$ cat src/rtl/fb_pattern_writer_if.sv
// Wishbone write-master bus between the pattern writer and the SDRAM arbiter.
interface fb_pattern_writer_if;
    logic [31:0] adr;
    logic [31:0] dat_ms;
    logic        we;
    logic [3:0]  sel;
    logic [2:0]  cti;
    logic [1:0]  bte;
    logic        stb;
    logic        cyc;
    logic        ack;

    modport master (
        output adr, dat_ms, we, sel, cti, bte, stb, cyc,
        input  ack
    );

    modport slave (
        input  adr, dat_ms, we, sel, cti, bte, stb, cyc,
        output ack
    );
endinterface

$ cat src/rtl/fb_pattern_writer.sv
// Wishbone master that fills the framebuffer with a test pattern in raster
// order, one pixel per write, in bursts of BURST separated by PAUSE idle cycles.
module fb_pattern_writer #(
    parameter int unsigned HDISP = 800,
    parameter int unsigned VDISP = 480,
    parameter int unsigned BURST = 64,
    parameter int unsigned PAUSE = 16
) (
    input  logic                clk,
    input  logic                rst,
    input  logic                start,
    input  logic                loop,
    input  logic [1:0]          mode,
    input  logic [23:0]         color,
    output logic                busy,
    output logic                frame_done,
    fb_pattern_writer_if.master wb
);

    // x/y are at least 8/4 bits wide so the pattern bit-slices always exist
    localparam int unsigned XW    = ($clog2(HDISP) < 8) ? 8 : $clog2(HDISP);
    localparam int unsigned YW    = ($clog2(VDISP) < 4) ? 4 : $clog2(VDISP);
    localparam int unsigned BCW   = $clog2(BURST + 1);
    localparam int unsigned PCW   = $clog2(PAUSE + 1);
    localparam int unsigned BARW  = ((HDISP / 8) < 1) ? 1 : (HDISP / 8);
    localparam int unsigned BNCW  = $clog2(BARW + 1);

    typedef enum logic [1:0] {
        S_IDLE  = 2'd0,
        S_WRITE = 2'd1,
        S_PAUSE = 2'd2
    } state_e;

    state_e            state_q, state_d;
    logic [XW-1:0]     x_q, x_d;
    logic [YW-1:0]     y_q, y_d;
    logic [2:0]        bar_q, bar_d;
    logic [BNCW-1:0]   bar_cnt_q, bar_cnt_d;
    logic [BCW-1:0]    burst_q, burst_d;
    logic [PCW-1:0]    pause_q, pause_d;
    logic              restart_q, restart_d;
    logic [1:0]        mode_q, mode_d;
    logic [23:0]       color_q, color_d;
    logic [31:0]       adr_q, adr_d;
    logic [23:0]       dat_q, dat_d;
    logic              stb_q, stb_d;
    logic              busy_q, busy_d;
    logic              frame_done_q, frame_done_d;

    logic              hs_c;
    logic              last_x_c;
    logic              last_y_c;
    logic              frame_end_c;
    logic              burst_end_c;
    logic              pause_end_c;
    logic              load_c;

    logic [XW-1:0]     nx_x_c;
    logic [YW-1:0]     nx_y_c;
    logic [2:0]        nx_bar_c;
    logic [BNCW-1:0]   nx_bar_cnt_c;

    // Colour-bar palette, left to right
    function automatic logic [23:0] bar_color(input logic [2:0] b);
        logic [23:0] c;
        c = 24'h000000;
        case (b)
            3'd0:    c = 24'hFFFFFF;
            3'd1:    c = 24'hFFFF00;
            3'd2:    c = 24'h00FFFF;
            3'd3:    c = 24'h00FF00;
            3'd4:    c = 24'hFF00FF;
            3'd5:    c = 24'hFF0000;
            3'd6:    c = 24'h0000FF;
            default: c = 24'h000000;
        endcase
        return c;
    endfunction

    // Pattern value for one pixel; bar index comes from the stepping counter
    function automatic logic [23:0] pixel(input logic [1:0]    m,
                                          input logic [23:0]   c,
                                          input logic [XW-1:0] px,
                                          input logic [YW-1:0] py,
                                          input logic [2:0]    b);
        logic [23:0] p;
        p = 24'h000000;
        case (m)
            2'd0:    p = c;
            2'd1:    p = ((px[3:0] == 4'd0) || (py[3:0] == 4'd0)) ? 24'hFFFFFF : 24'h000000;
            2'd2:    p = {px[7:0], px[7:0], px[7:0]};
            default: p = bar_color(b);
        endcase
        return p;
    endfunction

    assign hs_c        = (state_q == S_WRITE) && wb.ack;
    assign last_x_c    = (x_q == XW'(HDISP - 1));
    assign last_y_c    = (y_q == YW'(VDISP - 1));
    assign frame_end_c = hs_c && last_x_c && last_y_c;
    assign burst_end_c = hs_c && (burst_q == BCW'(BURST - 1));
    assign pause_end_c = (pause_q == PCW'(PAUSE - 1));
    assign load_c      = ((state_q == S_IDLE) && start) ||
                         ((state_q == S_PAUSE) && pause_end_c && restart_q);

    // State register
    always_ff @(posedge clk or posedge rst) begin
        if (rst) begin
            state_q <= S_IDLE;
        end else begin
            state_q <= state_d;
        end
    end

    // Next state: frame end wins over burst end
    always_comb begin
        state_d = state_q;
        case (state_q)
            S_IDLE: begin
                if (start) state_d = S_WRITE;
            end
            S_WRITE: begin
                if (frame_end_c)      state_d = loop ? S_PAUSE : S_IDLE;
                else if (burst_end_c) state_d = S_PAUSE;
            end
            S_PAUSE: begin
                if (pause_end_c) state_d = S_WRITE;
            end
            default: state_d = S_IDLE;
        endcase
    end

    // Raster position following the current pixel; bar index steps every BARW pixels
    always_comb begin
        nx_x_c       = x_q + XW'(1);
        nx_y_c       = y_q;
        nx_bar_c     = bar_q;
        nx_bar_cnt_c = bar_cnt_q + BNCW'(1);
        if (last_x_c) begin
            nx_x_c       = '0;
            nx_y_c       = last_y_c ? '0 : (y_q + YW'(1));
            nx_bar_c     = 3'd0;
            nx_bar_cnt_c = '0;
        end else if (bar_cnt_q == BNCW'(BARW - 1)) begin
            nx_bar_cnt_c = '0;
            nx_bar_c     = (bar_q == 3'd7) ? 3'd7 : (bar_q + 3'd1);
        end
    end

    // Outputs and datapath: next pixel is registered on the ack edge
    always_comb begin
        x_d          = x_q;
        y_d          = y_q;
        bar_d        = bar_q;
        bar_cnt_d    = bar_cnt_q;
        burst_d      = burst_q;
        restart_d    = restart_q;
        mode_d       = mode_q;
        color_d      = color_q;
        adr_d        = adr_q;
        dat_d        = dat_q;
        pause_d      = (state_q == S_PAUSE) ? (pause_q + PCW'(1)) : '0;
        stb_d        = (state_d == S_WRITE);
        busy_d       = (state_d != S_IDLE);
        frame_done_d = frame_end_c;

        if (load_c) begin
            mode_d    = mode;
            color_d   = color;
            x_d       = '0;
            y_d       = '0;
            bar_d     = 3'd0;
            bar_cnt_d = '0;
            burst_d   = '0;
            adr_d     = 32'd0;
            restart_d = 1'b0;
            dat_d     = pixel(mode, color, '0, '0, 3'd0);
        end else if (hs_c) begin
            x_d       = nx_x_c;
            y_d       = nx_y_c;
            bar_d     = nx_bar_c;
            bar_cnt_d = nx_bar_cnt_c;
            adr_d     = adr_q + 32'd4;
            dat_d     = pixel(mode_q, color_q, nx_x_c, nx_y_c, nx_bar_c);
            burst_d   = (burst_end_c || frame_end_c) ? '0 : (burst_q + BCW'(1));
            if (frame_end_c) restart_d = loop;
        end
    end

    // Datapath registers
    always_ff @(posedge clk or posedge rst) begin
        if (rst) begin
            x_q          <= '0;
            y_q          <= '0;
            bar_q        <= 3'd0;
            bar_cnt_q    <= '0;
            burst_q      <= '0;
            pause_q      <= '0;
            restart_q    <= 1'b0;
            mode_q       <= 2'd0;
            color_q      <= 24'h000000;
            adr_q        <= 32'd0;
            dat_q        <= 24'h000000;
            stb_q        <= 1'b0;
            busy_q       <= 1'b0;
            frame_done_q <= 1'b0;
        end else begin
            x_q          <= x_d;
            y_q          <= y_d;
            bar_q        <= bar_d;
            bar_cnt_q    <= bar_cnt_d;
            burst_q      <= burst_d;
            pause_q      <= pause_d;
            restart_q    <= restart_d;
            mode_q       <= mode_d;
            color_q      <= color_d;
            adr_q        <= adr_d;
            dat_q        <= dat_d;
            stb_q        <= stb_d;
            busy_q       <= busy_d;
            frame_done_q <= frame_done_d;
        end
    end

    assign wb.adr     = adr_q;
    assign wb.dat_ms  = {8'h00, dat_q};
    assign wb.we      = 1'b1;
    assign wb.sel     = 4'b1111;
    assign wb.cti     = 3'b000;
    assign wb.bte     = 2'b00;
    assign wb.stb     = stb_q;
    assign wb.cyc     = stb_q;
    assign busy       = busy_q;
    assign frame_done = frame_done_q;

endmodule

$ cat src/flat_wrapper.sv
// flat-port wrapper written by rule: the top's interface ports become plain ports
module fb_pattern_writer_flat 
#(
    parameter int unsigned HDISP = 800,
    parameter int unsigned VDISP = 480,
    parameter int unsigned BURST = 64,
    parameter int unsigned PAUSE = 16
)
  (clk, rst, start, loop, mode, color, busy, frame_done, wb_adr, wb_dat_ms, wb_we, wb_sel, wb_cti, wb_bte, wb_stb, wb_cyc, wb_ack);
  fb_pattern_writer_if wb_i ();
  input  logic clk;
  input  logic rst;
  input  logic start;
  input  logic loop;
  input  logic [1:0] mode;
  input  logic [23:0] color;
  output logic busy;
  output logic frame_done;
  output wire logic [$bits(wb_i.adr)-1:0] wb_adr;
  output wire logic [$bits(wb_i.dat_ms)-1:0] wb_dat_ms;
  output wire logic [$bits(wb_i.we)-1:0] wb_we;
  output wire logic [$bits(wb_i.sel)-1:0] wb_sel;
  output wire logic [$bits(wb_i.cti)-1:0] wb_cti;
  output wire logic [$bits(wb_i.bte)-1:0] wb_bte;
  output wire logic [$bits(wb_i.stb)-1:0] wb_stb;
  output wire logic [$bits(wb_i.cyc)-1:0] wb_cyc;
  input wire logic [$bits(wb_i.ack)-1:0] wb_ack;
  assign wb_adr = wb_i.adr;
  assign wb_dat_ms = wb_i.dat_ms;
  assign wb_we = wb_i.we;
  assign wb_sel = wb_i.sel;
  assign wb_cti = wb_i.cti;
  assign wb_bte = wb_i.bte;
  assign wb_stb = wb_i.stb;
  assign wb_cyc = wb_i.cyc;
  assign wb_i.ack = wb_ack;
  fb_pattern_writer #(.HDISP(HDISP), .VDISP(VDISP), .BURST(BURST), .PAUSE(PAUSE)) u_core (.clk(clk), .rst(rst), .start(start), .loop(loop), .mode(mode), .color(color), .busy(busy), .frame_done(frame_done), .wb(wb_i));
endmodule
$ cat config.mk
export PLATFORM = sky130hd
export DESIGN_NAME = fb_pattern_writer_flat
export DESIGN_NICKNAME = d
export VERILOG_FILES = /design/src/rtl/fb_pattern_writer_if.sv /design/src/rtl/fb_pattern_writer.sv /design/src/flat_wrapper.sv
export SDC_FILE = /design/constraint.sdc
export NUM_CORES = 1
export LEC_CHECK = 0
export CORE_MARGIN = 2
export CORE_UTILIZATION = 40
export DETAILED_ROUTE_END_ITERATION = 10
export SLEW_MARGIN = 20
export SYNTH_ARGS = -nofsm -noshare
export SYNTH_HDL_FRONTEND = slang
export SYNTH_SLANG_ARGS = --single-unit
$ cat constraint.sdc
create_clock -name clk -period 5.7 [get_ports clk]
set_clock_uncertainty 0.15 [all_clocks]
set_input_delay 1.14 -clock clk [delete_from_list [all_inputs] [get_ports clk]]
set_output_delay 1.14 -clock clk [all_outputs]
set_load 0.005 [all_outputs]
==> results.cfg <==
[die]
ioPinCount = 109
coreArea_um2 = 16500
die_x_um = 134
initial_core_util_pct = 40.7
die_area_um2 = 17900
rows = 47
die_h_um = 134

[clock_network]
root_buffer = clkbuf_16
cts_resized = 0
clk_pin_slew_ps = 50
cts_tree = done
cts_setup_buffers = 0
cts_buffers = 17
cts_hold_buf = 0
htreeDepth = 4
clock_latency_ps = 410
cts.path.max_buffers = 2
clock_sinks = 127

[layout]
syn_to_final_growth_pct = 23.7
layout_commonest_cell = nand2_1
nNetsFinal = 858
drive_gt1_share_pct = 7.21
design_area_um2 = 8330
diodes = 0
final_util_pct = 50.4
layout_common_cells = 130 x nand2_1, 127 x dfrtp_1, 88 x clkdlybuf4s50_1, 65 x nor2_1, 47 x o21ai_0

[global_route]
busiest_layer = met2
use_met1_pct = 28.7
antenna_found_initial = 0
overflow = 0
grt_max_degree = 65
grt_pass1_wl_um = 29000
grt_util_all_layers_pct = 20.3
grt_pass1_vias = 5540
use_met2_pct = 31.8
grtUsageMet3_pct = 4.26

[routing]
first_pass_iters = 5
num_vias = 5857
wl_per_cell_um = 16.7
ant_nets = 0
wl_um = 17600
drt_iter0_markers = 418
route.detailed.drc = 0
avgViaCountPerCell = 5.57

[setup_path]
cp.arrival_ps = 3330
rr_worst_depth = 9
critPathRequiredTime_ps = 5800
crit_fanout = 30
cp-end-kind = register
critical_path_class = primary input to register
startpoint_type = primary input

[sta]
finalCritPeriodShare_pct = 56.6
worst_pin_slew_ps = 941
rsz0062_at_grt = false
max-slew-margin-rel_pct = 37.1
worst_slack_ps = 2470
hold_viol_final = 0
min_period_ps = 3230
drv_slew = 0
setup_violations = 0
fmax_ghz = 0.310
fin_tns_setup_ps = 0

[logic_synthesis]
yosys_warnings = 0
async_flop_share_pct = 100
ys_types = 68
ys_seq_elements = 127
yosysSeqAreaShare_pct = 47.2
synth_area_per_cell_um2 = 9.01
synthCells = 747
synth_ff_type = dfrtp_1
synth-edff-count = 0
syn_area_um2 = 6730

[place]
place_area_um2 = 7680
routabilityCongestion = 0.813
preCtsSetupSlack_ps = 2010
io_buffers = 88
dpl.hpwl_um = 11800

[power]
p_per_area_nw_per_um2 = 434
p_leak_nw = 3.54
total_power_mw = 3.62
ir_worst_vdd_mv = 0.238

[hold_path]
min_delay_path_depth = 1
hold_class = register to register

[status]
status = finished clean

[run]
drv_cap = 0
per-stage QoR:
stage	hold WS (ps)	cells
2_1_floorplan	283	765
3_3_place_gp	297	1020
3_5_place_dp	305	1020
4_1_cts	316	1052
5_1_grt	344	1052
6_report	311	1052
worst paths after layout:
path / startpoint / end / slack [ps]
max: start / u_core.dat_q[10] / 2470
min: u_core.pause_q[0] / u_core.pause_q[0] / 310
max reg2reg: u_core.pause_q[0] / u_core.dat_q[10] / 2570
min reg2reg: u_core.pause_q[0] / u_core.pause_q[0] / 310
max in group asynchronous: rst / u_core.wb.adr[30] / 3420
min in group asynchronous: rst / u_core.color_q[23] / 950
cell families after synthesis:
| kind of cell | share of synthesized area (%) |
|---|---|
| AND/OR/NAND/NOR | 23.6 |
| buffers and inverters | 5.80 |
| multiplexers | 0.465 |
| adder cells (fa/ha/maj) | 1.49 |
| AO/OA/AOI/OAI | 16.8 |
| other | 0.112 |
| flip-flops | 47.2 |
| XOR/XNOR | 4.55 |
flip-flops by register name, indices dropped and copies added (netlist names), 2 cells and up:
signal and flops:
u_core.y_q 9, u_core.state_q 2, u_core.burst_q 7, u_core.bar_cnt_q 7, u_core.pause_q 5, u_core.color_q 24, u_core.bar_q 3, u_core.dat_q 24
u_core.mode_q 2, u_core.wb.adr 30, u_core.x_q 10
critical path, cell delays in order:
cell,delay [ps]
clkdlybuf4s50_1,430
nand2b_1,150
a21o_1,130
buf_4,330
nand2_1,650
o22ai_1,410
a31oi_1,70
layer usage:
layer / share of wire [%] / vias up
li1: - / 2757
met1: 46 / 2866
met2: 48 / 223
met3: 6.1 / 11
met4: 0.66 / 0
met5: 0 / -
synthesized netlist by cell type (3+ instances only):
library cell / count / area share [%]
ha_1: 8 / 1.5
a21o_1: 6 / 0.67
o211ai_1: 5 / 0.56
nand4_1: 20 / 1.9
and3_1: 9 / 0.84
clkbuf_1: 27 / 1.5
a22oi_1: 4 / 0.45
a311oi_1: 4 / 0.52
xor2_1: 26 / 3.4
o31ai_1: 12 / 1.3
a21oi_1: 32 / 2.4
inv_1: 11 / 0.61
nor2b_1: 21 / 2.0
nand2_1: 130 / 7.2
buf_1: 4 / 0.22
xnor2_1: 9 / 1.2
a31oi_1: 28 / 2.6
o22ai_1: 19 / 1.8
nand2b_1: 6 / 0.56
buf_6: 4 / 0.67
buf_4: 22 / 2.5
nor3_1: 13 / 0.97
nand4b_1: 3 / 0.39
and4_1: 3 / 0.39
nor2_1: 65 / 3.6
nor4_1: 3 / 0.28
o21ai_0: 47 / 3.5
dfrtp_1: 127 / 47
buf_2: 3 / 0.22
nand3_1: 26 / 1.9
where the power goes:
group          switching, mW  internal [mW]  leakage (nW)  total (mW)
Clock                  0.392          0.758         0.305        1.15
Sequential             0.247           1.16          1.61        1.40
Combinational          0.552          0.511          1.63        1.06
area by class of cell:
cell class | count | area [µm²]
fillers | 1518 | 8200
multi-input cells | 566 | 3250
flip-flops and latches | 127 | 3180
repair buffers | 96 | 941
clock buffers | 24 | 512
well taps | 220 | 275
clock inverters | 8 | 126
inverters | 11 | 43.8
(Power assumes the default switching activity.)
